--- src/rtl/zacore_fetch_buffer.sv ---
// Instruction fetch buffer: sequential PC generation, in-order imem requests,
// and a {pc, inst} FIFO towards decode with redirect flush of in-flight words.

module zacore_fetch_buffer_chk #(
    parameter int CW = 3
) (
    input logic          clk,
    input logic          rst,
    input logic          imem_rsp_valid,
    input logic [CW-1:0] outstanding,
    input logic [CW-1:0] drop
);
    a_rsp_without_req: assert property (@(posedge clk) disable iff (rst)
        imem_rsp_valid |-> (outstanding != {CW{1'b0}}));
    a_drop_bound: assert property (@(posedge clk) disable iff (rst)
        drop <= outstanding);
endmodule

module zacore_fetch_buffer #(
    parameter logic [31:0] RESET_PC   = 32'h0000_0000,
    parameter int          FIFO_DEPTH = 4
) (
    input  logic        clk,
    input  logic        rst,
    output logic        imem_req_valid,
    input  logic        imem_req_ready,
    output logic [31:0] imem_req_addr,
    input  logic        imem_rsp_valid,
    input  logic [31:0] imem_rsp_data,
    input  logic        redirect_valid,
    input  logic [31:0] redirect_pc,
    output logic        out_valid,
    input  logic        out_ready,
    output logic [31:0] out_inst,
    output logic [31:0] out_pc
);
    localparam int CW = $clog2(FIFO_DEPTH + 1);
    localparam int AW = (FIFO_DEPTH > 1) ? $clog2(FIFO_DEPTH) : 1;
    localparam logic [AW-1:0] LAST_PTR = AW'(FIFO_DEPTH - 1);
    localparam logic [CW:0]   DEPTH_W  = (CW + 1)'(FIFO_DEPTH);

    logic [31:0]   fetch_pc_r;
    logic [31:0]   rsp_pc_r;
    logic [CW-1:0] count_r;
    logic [CW-1:0] outstanding_r;
    logic [CW-1:0] drop_r;
    logic [AW-1:0] wr_ptr_r;
    logic [AW-1:0] rd_ptr_r;
    logic [31:0]   pc_mem_r   [FIFO_DEPTH];
    logic [31:0]   inst_mem_r [FIFO_DEPTH];

    logic          credit_ok_s;
    logic          req_fire_s;
    logic          push_s;
    logic          pop_s;
    logic [31:0]   redirect_pc_aligned_s;

    function automatic logic [AW-1:0] ptr_next(input logic [AW-1:0] p);
        if (p == LAST_PTR) begin
            return {AW{1'b0}};
        end else begin
            return p + AW'(1'b1);
        end
    endfunction

    // Handshake decode; credit counts in-flight plus buffered words from registered state only
    always_comb begin
        credit_ok_s           = ({1'b0, outstanding_r} + {1'b0, count_r}) < DEPTH_W;
        redirect_pc_aligned_s = redirect_pc & 32'hFFFF_FFFC;
        imem_req_valid        = 1'b0;
        out_valid             = 1'b0;
        push_s                = 1'b0;
        if (!rst && !redirect_valid) begin
            imem_req_valid = credit_ok_s;
            out_valid      = (count_r != {CW{1'b0}});
            push_s         = imem_rsp_valid && (drop_r == {CW{1'b0}});
        end else begin
            imem_req_valid = 1'b0;
            out_valid      = 1'b0;
            push_s         = 1'b0;
        end
        req_fire_s = imem_req_valid && imem_req_ready;
        pop_s      = out_valid && out_ready;
    end

    assign imem_req_addr = fetch_pc_r;
    assign out_pc        = pc_mem_r[rd_ptr_r];
    assign out_inst      = inst_mem_r[rd_ptr_r];

    // Control state: PCs, occupancy, in-flight and drop counters; redirect outranks everything but reset
    always_ff @(posedge clk) begin
        if (rst) begin
            fetch_pc_r    <= RESET_PC;
            rsp_pc_r      <= RESET_PC;
            count_r       <= {CW{1'b0}};
            outstanding_r <= {CW{1'b0}};
            drop_r        <= {CW{1'b0}};
            wr_ptr_r      <= {AW{1'b0}};
            rd_ptr_r      <= {AW{1'b0}};
        end else if (redirect_valid) begin
            fetch_pc_r    <= redirect_pc_aligned_s;
            rsp_pc_r      <= redirect_pc_aligned_s;
            count_r       <= {CW{1'b0}};
            wr_ptr_r      <= {AW{1'b0}};
            rd_ptr_r      <= {AW{1'b0}};
            // A word landing in the redirect cycle is discarded here, so it is not counted as a drop
            outstanding_r <= outstanding_r - CW'(imem_rsp_valid);
            drop_r        <= outstanding_r - CW'(imem_rsp_valid);
        end else begin
            if (req_fire_s) begin
                fetch_pc_r <= fetch_pc_r + 32'd4;
            end
            outstanding_r <= outstanding_r + CW'(req_fire_s) - CW'(imem_rsp_valid);
            if (imem_rsp_valid && (drop_r != {CW{1'b0}})) begin
                drop_r <= drop_r - CW'(1'b1);
            end
            if (push_s) begin
                rsp_pc_r <= rsp_pc_r + 32'd4;
                wr_ptr_r <= ptr_next(wr_ptr_r);
            end
            if (pop_s) begin
                rd_ptr_r <= ptr_next(rd_ptr_r);
            end
            count_r <= count_r + CW'(push_s) - CW'(pop_s);
        end
    end

    // FIFO payload storage; contents are only meaningful below count_r
    always_ff @(posedge clk) begin
        if (push_s) begin
            pc_mem_r[wr_ptr_r]   <= rsp_pc_r;
            inst_mem_r[wr_ptr_r] <= imem_rsp_data;
        end
    end

    zacore_fetch_buffer_chk #(.CW(CW)) u_chk (
        .clk            (clk),
        .rst            (rst),
        .imem_rsp_valid (imem_rsp_valid),
        .outstanding    (outstanding_r),
        .drop           (drop_r)
    );
endmodule

--- config.mk ---
export PLATFORM = sky130hd
export DESIGN_NAME = zacore_fetch_buffer
export DESIGN_NICKNAME = d
export VERILOG_FILES = /design/src/rtl/zacore_fetch_buffer.sv
export SDC_FILE = /design/constraint.sdc
export NUM_CORES = 1
export LEC_CHECK = 0
export ABC_CLOCK_PERIOD_IN_PS = 3000
export BUFFER_PORTS_ARGS = -buffer_cell sky130_fd_sc_hd__buf_4
export CAP_MARGIN = 10
export CORE_MARGIN = 1.5
export CORE_UTILIZATION = 52
export DETAILED_ROUTE_END_ITERATION = 10
export PLACE_DENSITY = 0.78
export SYNTH_ARGS = -nofsm -noshare
export SYNTH_HDL_FRONTEND = slang
export SYNTH_SLANG_ARGS = --single-unit
--- constraint.sdc ---
create_clock -name clk -period 3 [get_ports clk]
set_input_delay 0.45 -clock clk [delete_from_list [all_inputs] [get_ports clk]]
set_output_delay 0.45 -clock clk [all_outputs]
set_load 0.02 [all_outputs]
==> impl_metrics.yaml <==
synth:
  synth_seq_cells: 323
  yosysTopAreaCell: "edfxtp_1"
  synth-async-reset-ratio_pct: 0
  synthCells: 834
  synth_area_leaders: "edfxtp_1 (56%), dfxtp_1 (11%), mux4_2 (11%)"
  ys_seq_area_share_pct: 67.8
  synth_area_sq_um: 13200
  avgSynthCellArea_sq_um: 15.8
  yosysTopAreaCellShare_pct: 56.5
  synth-edff-count: 248
  ys_dominant_reg_cell: "edfxtp_1"
  yosys_warnings: 0
  synth_cell_type_count: 63
critical_path:
  startpoint_type: "register"
  reg2reg_depth: 12
  crit_arrival_ns: 2.23
  endpoint_kind: "primary output"
  cp_max_fo: 22
  r2r_end: "outstanding_r[2]"
  worst_ep_required_time_ns: 2.55
  criticalPathCategory: "register to primary output"
  r2r_setup_slack_ns: 0.37
  reg2reg_from: "outstanding_r[2]"
finish:
  final_cell_mix: "edfxtp_1 (248), buf_4 (177), dfxtp_1 (73)"
  antennaDiodeCount: 0
  final_area_sq_um: 15900
  nets: 1095
  post-route-util_pct: 63.4
  drive_gt1_share_pct: 30.5
  syn_to_final_growth_pct: 20.4
  fill_cells: 1844
  layout_commonest_cell: "edfxtp_1"
cts:
  clk_pin_slew_worst_paths_ns: 0.07
  clock-sinks: 323
  post_cts_buffers: 0
  cts_tree: "done"
  cts-resized-gates: 0
  clock_path_buffers: 3
  htreeDepth: 1
  cts_made_buffers: 31
  clockRootBuffer: "clkbuf_16"
  cts_hold_buf: 0
  clk_latency_ns: 0.56
worst_hold_path:
  worstHoldPathType: "primary input to register"
  holdPathStages: 1
  worstHoldStart: "imem_rsp_data[20]"
  hold_end: "inst_mem_r[3][20]"
global_routing:
  grt_start_max_net_pins: 63
  overflow: 0
  track_usage_pct: 19.9
  grt_pass1_vias: 7601
  antenna_found_initial: 0
  grt_pass1_wl_um: 40900
timing:
  post-route-period-util_pct: 89.3
  max_freq_mhz: 373
  drv_slew: 0
  slew_headroom_pct: 64.2
  setup_viol: 0
  skew_ns: 0.0236
  tns_ns: 0
  rsz0062_at_grt: "no"
  hold_violations: 0
  worst_pin_slew_ns: 0.537
  period_needed_ns: 2.68
placement:
  place.gp.congestion: 0.827
  dpl_cell_area_sq_um: 14800
  numPortBuffers: 161
  hpwl_um: 16900
floorplanning:
  io_pins: 168
  fp.dieArea_sq_um: 26300
  rows: 58
  start_util_pct: 52.7
  core_sq_um: 25000
  die_h_um: 162
  fp.dieW_um: 162
routing:
  wire_per_inst_um: 19.1
  viasPerCell: 5.66
  ant_nets: 0
  drt-pass1-iter-count: 6
  drcViolationCount: 0
  via_count: 7697
  drtIter0Drc: 648
  wl_um: 26000
pwr:
  p_leak_nw: 5.53
  power_density_nw_per_um2: 606
  max-vdd-ir-drop_v: 0.000404
run_status:
  status: "completed"
flow_run:
  drv_cap: 0
## sequential cells by signal, summed over array words and instances (netlist names), named ones only
| name | flops |
|---|---|
| inst_mem_r | 128 |
| pc_mem_r | 120 |
| imem_req_addr | 30 |
| rsp_pc_r | 30 |
| count_r | 3 |
| drop_r | 3 |
| outstanding_r | 3 |
| rd_ptr_r | 2 |
| wr_ptr_r | 2 |
## metrics by stage
step                      cells  power, W  hold WS (ns)  setup WS, ns
final                      1361   0.00962        0.0942         0.320
after global routing       1361   0.00995        0.0761         0.180
after CTS                  1361   0.00970        0.0703         0.236
after detailed placement   1303   0.00576         0.471         0.334
after global placement     1303   0.00574         0.472         0.345
after floorplan             837   0.00547         0.454         0.239
## how the worst max path moves through the flow
stage                              start                to  slack (ns)  depth (start not counted)
after floorplan               count_r[2]  outstanding_r[2]        0.24                         13
after global placement    redirect_valid        count_r[2]        0.35                         11
after CTS                       register       out_inst[8]        0.24                          3
after detailed placement  redirect_valid        count_r[2]        0.33                         11
final                           register       out_inst[8]        0.32                          3
after global routing            register        out_pc[24]        0.18                          3
## report_power, final
group,switching [W],leakage (nW),total (W),internal (W)
clock network,0.00163,0.506,0.00396,0.00233
logic,0.000337,2.14,0.000620,0.000282
registers,0.000119,2.88,0.00504,0.00492
total,0.00208,5.53,0.00962,0.00754
## cell type report
type / instances / area, sq um / share of cell area, %
sequential: 323 / 8950 / 56.4
multi-input combinational: 425 / 3860 / 24.3
timing repair buffer: 183 / 1450 / 9.12
clock buffer: 33 / 783 / 4.93
tap: 330 / 413 / 2.60
clock inverter: 25 / 270 / 1.70
inverter: 42 / 158 / 0.993
## cell usage after synthesis (2+ instances only)
library cell / number
edfxtp_1: 248
dfxtp_1: 75
mux4_2: 62
inv_1: 41
nand2_1: 39
a21oi_1: 37
xnor2_1: 37
a21boi_0: 29
clkbuf_1: 25
nand3_1: 24
nand4_1: 21
nor3_1: 20
ha_1: 17
nor2_1: 16
and3_1: 12
xor2_1: 12
and4_1: 9
buf_2: 9
a31oi_1: 8
o21ai_0: 7
or3_1: 7
a211oi_1: 6
and2_1: 5
buf_4: 5
nor4_1: 5
o211ai_1: 5
o21a_1: 4
a21boi_1: 3
nand2b_1: 3
nand3b_1: 3
buf_1: 2
buf_6: 2
dlygate4sd1_1: 2
fa_1: 2
mux2_2: 2
o21bai_1: 2
or2_2: 2
## layer usage
metal  GRT usage (%)  vias to the layer above  share of wire [%]
li1                -                     3563                  -
met1            28.0                     3812                 43
met2            32.9                      290                 49
met3            3.42                       32                7.1
met4            4.38                        0                1.3
met5               0                        -                  0
## worst max-delay path, stage by stage (launching register included)
cell and delay, ns:
dfxtp_4 0.66, buf_12 0.28, mux4_2 0.54, buf_4 0.17
## cells by family after synthesis
logic type	Yosys count	synth area share [%]
XOR/XNOR	49	3.25
multiplexers	64	10.8
flip-flops	323	67.8
adder cells (fa/ha/maj)	19	1.92
AND/OR/NAND/NOR	177	7.58
AO/OA/AOI/OAI	112	5.59
buffers and inverters	89	3.04
other	1	0.0284
Power figures use the tool's default switching activity.
